--- src/rtl/lpc_sniffer_pkg.sv ---
// ============================================================================
// lpc_sniffer_pkg : UART framing constants and word-FSM state encoding
// Rev 1.0
// ============================================================================
`default_nettype none

package lpc_sniffer_pkg;

  localparam logic START_BIT            = 1'b0;
  localparam logic STOP_BIT             = 1'b1;
  localparam int   DATA_BITS            = 8;
  localparam int   CLKS_PER_BIT_DEFAULT = 104;

  localparam logic [1:0] ST_IDLE  = 2'd0;
  localparam logic [1:0] ST_START = 2'd1;
  localparam logic [1:0] ST_WAIT  = 2'd2;

endpackage

`default_nettype wire

--- src/rtl/uart_tx_byte.sv ---
// ============================================================================
// uart_tx_byte : 8N1 byte serialiser with registered tx and one-cycle done
// Rev 1.0
// ============================================================================
`default_nettype none

module uart_tx_byte
  import lpc_sniffer_pkg::*;
#(
  parameter int CLKS_PER_BIT = CLKS_PER_BIT_DEFAULT
) (
  input  logic       clk,
  input  logic       reset,
  input  logic       start,
  input  logic [7:0] data,
  output logic       tx,
  output logic       done,
  output logic       ready
);

  localparam int             BW        = $clog2(CLKS_PER_BIT + 1);
  localparam logic [BW-1:0]  BAUD_LAST = BW'(CLKS_PER_BIT - 1);
  localparam logic [3:0]     LAST_BIT  = 4'(DATA_BITS + 1);

  logic          active;
  logic [3:0]    bit_cnt;
  logic [BW-1:0] baud;
  logic [7:0]    sh;
  logic          bit_end;
  logic          bit_val;
  logic [2:0]    data_idx;

  assign bit_end  = active && (baud == BAUD_LAST);
  assign done     = bit_end && (bit_cnt == LAST_BIT);
  assign ready    = !active;
  assign data_idx = 3'(bit_cnt - 4'd1);

  always_comb begin
    bit_val = STOP_BIT;
    if (bit_cnt == 4'd0)
      bit_val = START_BIT;
    else if (bit_cnt != LAST_BIT)
      bit_val = sh[data_idx];
  end

  // tx is registered from the bit state, so the line lags the counters by one clock
  always_ff @(posedge clk) begin
    if (reset) begin
      active  <= 1'b0;
      bit_cnt <= 4'd0;
      baud    <= '0;
      sh      <= 8'd0;
      tx      <= STOP_BIT;
    end else begin
      tx <= active ? bit_val : STOP_BIT;
      if (start && !active) begin
        active  <= 1'b1;
        bit_cnt <= 4'd0;
        baud    <= '0;
        sh      <= data;
      end else if (active) begin
        if (bit_end) begin
          baud <= '0;
          if (bit_cnt == LAST_BIT)
            active <= 1'b0;
          else
            bit_cnt <= bit_cnt + 4'd1;
        end else begin
          baud <= baud + 1'b1;
        end
      end
    end
  end

endmodule

`default_nettype wire

--- src/rtl/lpc_uart_tx.sv ---
// ============================================================================
// lpc_uart_tx : word FIFO plus MSB-byte-first word splitter feeding an 8N1 UART
// Rev 1.0
// ============================================================================
`default_nettype none

module lpc_uart_tx
  import lpc_sniffer_pkg::*;
#(
  parameter int AW           = 48,
  parameter int DEPTH        = 16,
  parameter int CLKS_PER_BIT = CLKS_PER_BIT_DEFAULT
) (
  input  logic                       clk,
  input  logic                       reset,
  input  logic [AW-1:0]              in_data,
  input  logic                       in_enable,
  output logic                       tx,
  output logic                       busy,
  output logic                       overflow,
  output logic [$clog2(DEPTH):0]     fill
);

  localparam int NB = AW / 8;
  localparam int PW = $clog2(DEPTH);
  localparam int FW = PW + 1;
  localparam int CW = $clog2(NB + 1);

  logic [AW-1:0] mem [DEPTH];
  logic [PW-1:0] wr_ptr;
  logic [PW-1:0] rd_ptr;
  logic          full;
  logic          push;
  logic          pop;

  logic [1:0]    state;
  logic [AW-1:0] shreg;
  logic [CW-1:0] byte_cnt;
  logic          ser_start;
  logic          ser_done;
  logic          ser_ready;

  assign full      = (fill == FW'(DEPTH));
  assign push      = in_enable && !full;
  assign pop       = (state == ST_IDLE) && (fill != '0);
  assign busy      = (state != ST_IDLE) || (fill != '0);
  assign ser_start = (state == ST_START) && ser_ready;

  always_ff @(posedge clk) begin
    if (!reset && push)
      mem[wr_ptr] <= in_data;
  end

  // a strobe into a full FIFO is dropped even if a pop frees a slot this cycle
  always_ff @(posedge clk) begin
    if (reset) begin
      wr_ptr   <= '0;
      rd_ptr   <= '0;
      fill     <= '0;
      overflow <= 1'b0;
    end else begin
      if (push)
        wr_ptr <= wr_ptr + 1'b1;
      if (pop)
        rd_ptr <= rd_ptr + 1'b1;
      case ({push, pop})
        2'b10:   fill <= fill + 1'b1;
        2'b01:   fill <= fill - 1'b1;
        default: fill <= fill;
      endcase
      if (in_enable && full)
        overflow <= 1'b1;
    end
  end

  always_ff @(posedge clk) begin
    if (reset) begin
      state    <= ST_IDLE;
      shreg    <= '0;
      byte_cnt <= '0;
    end else begin
      case (state)
        ST_IDLE: begin
          if (pop) begin
            shreg    <= mem[rd_ptr];
            byte_cnt <= CW'(NB);
            state    <= ST_START;
          end
        end
        ST_START: begin
          if (ser_ready)
            state <= ST_WAIT;
        end
        ST_WAIT: begin
          if (ser_done) begin
            shreg    <= shreg << 8;
            byte_cnt <= byte_cnt - 1'b1;
            state    <= (byte_cnt == CW'(1)) ? ST_IDLE : ST_START;
          end
        end
        default: state <= ST_IDLE;
      endcase
    end
  end

  uart_tx_byte #(
    .CLKS_PER_BIT (CLKS_PER_BIT)
  ) u_byte (
    .clk   (clk),
    .reset (reset),
    .start (ser_start),
    .data  (shreg[AW-1 -: 8]),
    .tx    (tx),
    .done  (ser_done),
    .ready (ser_ready)
  );

endmodule

`default_nettype wire

--- config.mk ---
export PLATFORM = sky130hd
export DESIGN_NAME = lpc_uart_tx
export DESIGN_NICKNAME = d
export VERILOG_FILES = /design/src/rtl/lpc_sniffer_pkg.sv /design/src/rtl/uart_tx_byte.sv /design/src/rtl/lpc_uart_tx.sv
export SDC_FILE = /design/constraint.sdc
export NUM_CORES = 1
export LEC_CHECK = 0
export CORE_ASPECT_RATIO = 1.2
export CORE_MARGIN = 2
export CORE_UTILIZATION = 50
export DETAILED_ROUTE_END_ITERATION = 12
export GPL_TIMING_DRIVEN = 1
export PLACE_DENSITY = 0.66
export SLEW_MARGIN = 20
export SYNTH_ARGS = -nofsm -noshare
export SYNTH_HDL_FRONTEND = slang
export SYNTH_HIERARCHICAL = 1
export SYNTH_SLANG_ARGS = --single-unit
--- constraint.sdc ---
create_clock -name clk -period 7 [get_ports clk]
set_input_delay 1.05 -clock clk [delete_from_list [all_inputs] [get_ports clk]]
set_output_delay 1.05 -clock clk [all_outputs]
set_load 0.02 [all_outputs]
# After elaboration in Yosys (flattened, before gate mapping)
# Memories as Yosys holds them, arrays and structs flattened. A register that Yosys moved wholly into a read port is not among the register bits.
# Cells that the tools add are included.
# Widths: inputs -> output; s select.
[classes]
addsub = 8
n_lt_le_gt_ge = 1
n_eq_ne = 12
mux = 25
bitwise = 2
reduce_logical = 23
[op_table]
columns = ["operator", "n"]
rows = [
  ["$mux 48", 2],
  ["$pmux 48 s2", 1],
  ["$add 4x1->4 const B", 3],
  ["$mux 1", 10],
  ["$pmux 5 s2", 1],
  ["$reduce_and 3->1", 3],
  ["$logic_and 1x1->1", 8],
  ["$mux 4", 2],
  ["$add 7x1->7 const B", 1],
  ["$eq 7x7->1 const B", 1],
  ["$mux 7", 1],
  ["$mux 2", 3],
  ["$mux 3", 2],
  ["$ne 2x2->1 const B", 3],
  ["$pmux 2 s3", 1],
  ["$pmux 3 s2", 1],
  ["$reduce_bool 2->1", 3],
  ["$sub 3x1->3 const B", 2],
  ["$add 5x1->5 const B", 1],
  ["$eq 5x5->1 const B", 1],
  ["$reduce_bool 5->1", 1],
  ["$sub 5x1->5 const B", 1],
  ["$eq 2x1->1 const B", 2],
  ["$eq 2x2->1 const B", 2],
  ["11 further kinds", 15],
]
[word_totals]
reg_bits = 88
ramBits = 768
in_bits = 51
output_inout_bits = 8
wordCells = 84
memories = 1
[memory_table]
columns = ["memory", "words", "word_bits", "read_ports", "rd_clocked_by_memory_dff", "wr", "line_no", "source"]
rows = [
  ["mem", 16, 48, 1, 1, 1, "lpc_uart_tx.sv:29", "logic [AW-1:0] mem [DEPTH];"],
]

# Longest topological paths before layout
# Gate-level depths: netlist (run 1).
[logic_depth]
depth_word = 6
ltp_mapped = 14
depth_no_buf = 11

# Cells and area by module
# Netlist (run 1), hierarchy kept.
[by_module_without_submodules]
columns = ["module", "n_inst", "cells_each", "area_each_um2", "seq_area_each_um2"]
rows = [
  ["lpc_uart_tx", 1, 1536, 32200.9, 24483.5],
  ["uart_tx_byte", 1, 124, 1061.0, 420.4],
]

# Least setup slack after synthesis (run 1)
# Ideal clock, no wire load.
[synth_path]
path_type = "input-to-reg"
startpoint = "in in_enable"
endpoint = "mem mem[0][0], enable pin"
setup_time_ns = 0.513
arrival_time_ns = 5.080
t_required_ns = 6.487
setup_slack_ns = 1.407
stages = 5
path_buffers = 0
path_cell_list = "a21boi_1 -> inv_1 -> nor2_1 -> nand2_1 -> nor3_1"
[synth_between]
elab_chain_cells = 4
[synth_rtl]
columns = ["element", "line_no", "source"]
rows = [
  ["from (decl)", "lpc_uart_tx.sv:17", "input logic in_enable,"],
  ["$logic_and 1x1->1", "lpc_uart_tx.sv:44", "assign push = in_enable && !full;"],
  ["$logic_and 1x1->1", "lpc_uart_tx.sv:50", "if (!reset && push)"],
  ["$mux 1", "lpc_uart_tx.sv:50", ""],
  ["$mux 1 (implied by the code)", "lpc_uart_tx.sv:51", "mem[wr_ptr] <= in_data;"],
  ["to (decl)", "lpc_uart_tx.sv:29", ""],
]
# Every way passes these cells.

# Worst setup path in the final report (run 1)
[layout_path]
startpoint = "in in_enable"
endpoint = "mem mem[12][42], enable pin"
# The elaborated chain is that of the path after synthesis.

==> results of run 1 <==
==> path summary, 6_finish.rpt <==
kind / to / slack [ns] / cells past startpoint
max reg2reg: mem[12][42]$_DFFE_PP_ / 3.24 / 7
min: u_byte/sh[6]$_SDFFE_PP0P_ / 0.46 / 2
max: mem[12][42]$_DFFE_PP_ / 2.87 / 7
min reg2reg: u_byte/sh[6]$_SDFFE_PP0P_ / 0.46 / 2
==> registers in the layout, summed over array words and instances (netlist names), 2 cells and up, named ones only <==
register / cells
byte_cnt: 3
fill: 5
mem: 768
rd_ptr: 4
shreg: 48
state: 2
u_byte/baud: 7
u_byte/bit_cnt: 4
u_byte/sh: 8
wr_ptr: 4
==> power by group <==
group	leakage, nW	switching (W)	total, W	internal [W]
Sequential	7.68	0.000257	0.00607	0.00581
Clock	1.33	0.00187	0.00441	0.00255
Combinational	2.56	0.00123	0.00224	0.00102
==> synth_stat cells, types with 2 or more instances <==
library cell | count | area (sq um)
a21oi_1 | 30 | 150
a221oi_1 | 10 | 87.6
a22o_1 | 8 | 70.1
a22oi_1 | 11 | 82.6
a31o_2 | 8 | 70.1
a31oi_1 | 4 | 25.0
a32o_1 | 9 | 90.1
and2_1 | 3 | 18.8
and3_1 | 3 | 18.8
buf_1 | 5 | 18.8
buf_2 | 28 | 140
buf_4 | 5 | 37.5
buf_6 | 9 | 101
clkbuf_1 | 50 | 188
dfxtp_1 | 92 | 1840
edfxtp_1 | 768 | 23100
ha_1 | 14 | 175
inv_1 | 11 | 41.3
inv_2 | 2 | 7.51
mux2_2 | 63 | 709
mux2i_1 | 23 | 230
mux4_2 | 191 | 4300
nand2_1 | 38 | 143
nand2b_1 | 6 | 37.5
nand3_1 | 5 | 25.0
nand3b_1 | 3 | 22.5
nand4_1 | 6 | 37.5
nor2_1 | 99 | 372
nor2b_1 | 9 | 56.3
nor3_1 | 12 | 60.1
o211ai_1 | 3 | 22.5
o21ai_0 | 20 | 100
o221ai_1 | 31 | 272
o22ai_1 | 33 | 206
xnor2_1 | 6 | 52.6
xor2_1 | 12 | 105
==> logic make-up (layout without fill, tap and decap cells) <==
kind of cell	count (synthesis)	in the layout
flip-flops	860	860
multiplexers	277	277
AND/OR/NAND/NOR	203	203
AO/OA/AOI/OAI	178	178
buffers and inverters	110	259
XOR/XNOR	18	18
adder cells (fa/ha/maj)	14	14
==> per-stage QoR <==
step	std cells	hold slack [ns]	utilization (%)	power, W
after detailed placement	2544	0.446	52.9	0.00843
after global routing	2701	0.467	57.1	0.0132
after global placement	2544	0.445	52.9	0.00839
after CTS	2700	0.455	57.0	0.0128
after floorplan	1660	0.431	-	0.00772
final	2701	0.458	57.1	0.0127
==> layer usage <==
layer,wire length (um),track usage (%),up-vias
met2,34600,34.1,590
li1,-,-,6985
met5,27,0,-
met3,4910,3.35,101
met1,29800,30.3,8458
met4,1920,7.72,4
==> final cells by class <==
class,count,area share (%)
Clock buffer,105,6.08
Inverter,13,0.130
Tap cell,892,2.97
Sequential cell,860,66.3
Clock inverter,51,1.14
Timing Repair Buffer,90,2.27
Multi-Input combinational cell,690,21.1
==> worst max-delay path: stages <==
cell and delay, ns:
clkdlybuf4s50_1 0.59, a21boi_1 0.48, inv_1 0.17, nor2_1 0.38
nand2_1 0.33, nor2_4 0.88, buf_4 0.49
==> run summary, run 1 <==
worst-margin pin slew: 1.10 ns
DIE AREA: 68600 sq um
CTS tree: yes
first-pass GRT wire length: 107000 um
asr flop ratio synth: 0%
Req. time, crit path: 7.28 ns
area added between synthesis and finish: 13.0%
RSZ-0062 raised after global routing: no
R2R Path Start: fill[2]$_SDFFE_PP0P_
Main synth FF type: edfxtp_1
Root Driver: clkbuf_16
Setup WS post-layout: 2.87 ns
floorplan die height: 287 um
Placed Area: 34800 sq um
initial antenna violation count: 3
global route overflow: 0
post-layout instance area: 37600 sq um
Critical Path End Type: flip-flop
Place WS: 2.30 ns
Post-CTS Resized: 0
Vias: 16138
Wirelength per Cell: 26.4 um
Final Setup Violations: 0
Tcrit/Tclk final: 58.9%
# Post-CTS Setup Buffers: 0
Register Area: 24900 sq um
Power Dens Cells: 338 nW/um^2
status: finished, final reports clean
DR pass1 iterations: 6
# fillers: 4819
post-synthesis mux area share: 15.8%
routability congestion estimate: 0.771
post-DP HPWL: 42300 um
Critical Path Start: in_enable
Post-synth EDFFs: 768
most frequent cells in the layout: edfxtp_1 (768), mux4_2 (191), dfxtp_1 (88), clkbuf_16 (88), nor2_1 (86)
largest net degree at the start of global routing: 85
vias in the first global route: 16735
Setup TNS Final: 0 ns
Yosys cell types: 66
CTS Hold Bufs: 0
Synth Area in Simple Gates: 2.92%
sequential fraction of the synthesis area: 74.9%
Clock Skews: 0.0219 ns
DIE WIDTH: 239 um
Final Hold Vio Count: 0
CP Launch Type: input pin
Detailed Route WL: 71300 um
Worst Path Arrival: 4.40 ns
final slew viol count: 0
Starting Density: 50.5%
compound-cell area share of the yosys netlist: 3.85%
Synth Area in XOR/XNOR: 0.474%
Cell Rows: 103
share of cells above drive strength 1: 25.0%
Buffers on Ports: 58
area occupied by multi-input gates: 7940 sq um
Max Cap Violations: 0
Slew HR: 26.4%
largest family of logic cells by synthesized area: multiplexers
Seq cells post-synth: 860
cell count after synthesis: 1660
I/O pin cnt: 59
CTS Buf Count: 84
worst vdd ir: 0.000201 V
Synth warnings: 6
most common cell after layout, fill and taps aside: edfxtp_1
Setup Crit Path Kind: input pin to flip-flop
fin nets: 1804
adder-cell area share of the yosys netlist: 0.527%
DRC viols: 0
Total GRT Usage: 21.4%
fmax: 242 MHz
maximum clock path buffer count: 3
Core Box Area: 65900 sq um
crit path max fanout: 29
Ant. Diodes: 0
clk sinks: 860
Worst-Skew Late Latency: 0.63 ns
Net Count, Synth: 1725
CTS clock-pin slew for the worst setup and hold paths: 0.06 ns
synthesized area per cell: 20.0 sq um
hold_sp: u_byte/sh[6]$_SDFFE_PP0P_
HP Class: flip-flop to flip-flop
mapped cell area: 33300 sq um
vias per std cell: 5.97
DR iter-0 viols: 1575
Final min period: 4.13 ns
DRT antenna net count: 0
leakage: 11.6 nW
htree depth: 3
Power figures use the tool's default switching activity.
==> run 2, diff against run 1 <==
Clock period 7 ns to 3.8 ns, I/O delays scaled along.
==> run summary, run 2 (synthesis results as in run 1) <==
vias in the first global route: 17070
Final min period: 3.12 ns
Final Hold Vio Count: 0
floorplan die height: 287 um
DR pass1 iterations: 5
vias per std cell: 5.98
Total GRT Usage: 21.7%
worst-margin pin slew: 1.11 ns
CP Launch Type: flip-flop
Req. time, crit path: 4.30 ns
Detailed Route WL: 72300 um
fin nets: 1835
HP Class: flip-flop to flip-flop
global route overflow: 0
flop-to-flop setup slack: 0.68 ns
crit path cell chain: or4_4, o21ai_4, inv_2, ha_1, xor2_1, ha_1, o21ai_0, or3b_2, xor2_1, nor2_1
Worst path max stage delay: 0.63 ns
clk sinks: 860
WP buf/inv: 1
RSZ-0062 raised after global routing: no
crit path max fanout: 10
maximum clock path buffer count: 3
slowest stage cell, crit path: or4_4
DRT antenna net count: 0
I/O pin cnt: 59
Setup TNS Final: 0 ns
first-pass GRT wire length: 109000 um
Setup Crit Path Kind: flip-flop to flip-flop
Largest Register: mem
Cell Rows: 103
Max Cap Violations: 0
largest net degree at the start of global routing: 45
WHS: 0.458 ns
# fillers: 4744
worst vdd ir: 0.000360 V
DIE WIDTH: 239 um
most frequent cells in the layout: edfxtp_1 (768), mux4_2 (191), dfxtp_1 (88)
leakage: 11.8 nW
Post-CTS Resized: 0
final slew viol count: 0
share of cells above drive strength 1: 26.4%
CTS Hold Bufs: 0
Starting Density: 50.5%
initial antenna violation count: 2
routability congestion estimate: 0.772
Clock Skews: 0.0244 ns
Wirelength per Cell: 26.5 um
Worst-Skew Late Latency: 0.64 ns
htree depth: 3
Largest register FFs: 768
Root Driver: clkbuf_16
Critical Path End Type: flip-flop
Worst Path Arrival: 3.62 ns
area added between synthesis and finish: 14.6%
Power Dens Cells: 619 nW/um^2
CTS clock-pin slew for the worst setup and hold paths: 0.06 ns
fmax: 320 MHz
status: finished, final reports clean
post-DP HPWL: 42100 um
CTS Buf Count: 84
# Post-CTS Setup Buffers: 0
Slew HR: 25.7%
Regs by FF count: mem (768), shreg (48), u_byte/sh (8)
Tcrit/Tclk final: 82.1%
Vias: 16318
DRC viols: 0
DIE AREA: 68600 sq um
family with the most delay on the worst path: simple AND/OR/NAND/NOR gates
CTS tree: yes
Core Box Area: 65900 sq um
most common cell after layout, fill and taps aside: edfxtp_1
DR iter-0 viols: 1744
Final Setup Violations: 0
Buffers on Ports: 58
[run 2: worst paths after layout]
check | end | start | depth (start not counted)
hold reg to reg | u_byte/sh[1]$_SDFFE_PP0P_ | u_byte/sh[1]$_SDFFE_PP0P_ | 2
setup / recovery | fill[2]$_SDFFE_PP0P_ | fill[0]$_SDFFE_PP0P_ | 10
hold / removal | u_byte/sh[1]$_SDFFE_PP0P_ | u_byte/sh[1]$_SDFFE_PP0P_ | 2
setup reg to reg | fill[2]$_SDFFE_PP0P_ | fill[0]$_SDFFE_PP0P_ | 10
[run 2: report_power, final]
group	internal (W)	total, W	switching (W)
clock	0.00472	0.00821	0.00349
sequential	0.0107	0.0111	0.000378
combinational	0.00200	0.00429	0.00230
total	0.0174	0.0236	0.00616
[run 2: layout make-up]
class,count,area [sq um],area share (%)
Sequential cell,860,24900,65.4
Clock inverter,41,465,1.22
Antenna cell,2,5.00,0.0131
Clock buffer,109,2270,5.95
Inverter,13,48.8,0.128
Tap cell,892,1120,2.93
Timing Repair Buffer,121,1330,3.49
Multi-Input combinational cell,690,7960,20.9
[run 2: stage by stage]
step,utilization [%],std cells,power (W),instance area (sq um),setup WS (ns)
CTS,57.9,2726,0.0238,38100,0.683
floorplan,-,1660,0.0142,33300,-0.303
finish,57.9,2728,0.0236,38100,0.679
detailed placement,53.7,2576,0.0156,35400,0.603
global route,57.9,2727,0.0245,38100,0.497
global placement,53.7,2576,0.0155,35400,0.601
[run 2: metal layers]
metal | GRT usage [%] | up-vias | share of wire (%)
met1 | 30.1 | 8592 | 41
li1 | - | 7041 | -
met4 | 6.88 | 2 | 2.4
met5 | 0 | - | 0.018
met2 | 35.9 | 569 | 50
met3 | 3.21 | 114 | 6.5
[run 2: tightest hold or removal path, delay by kind of cell, from the launching register on]
kind,cells,cell delay (ns)
flip-flops,1,0.31
AND/OR/NAND/NOR,1,0.05
AO/OA/AOI/OAI,1,0.05
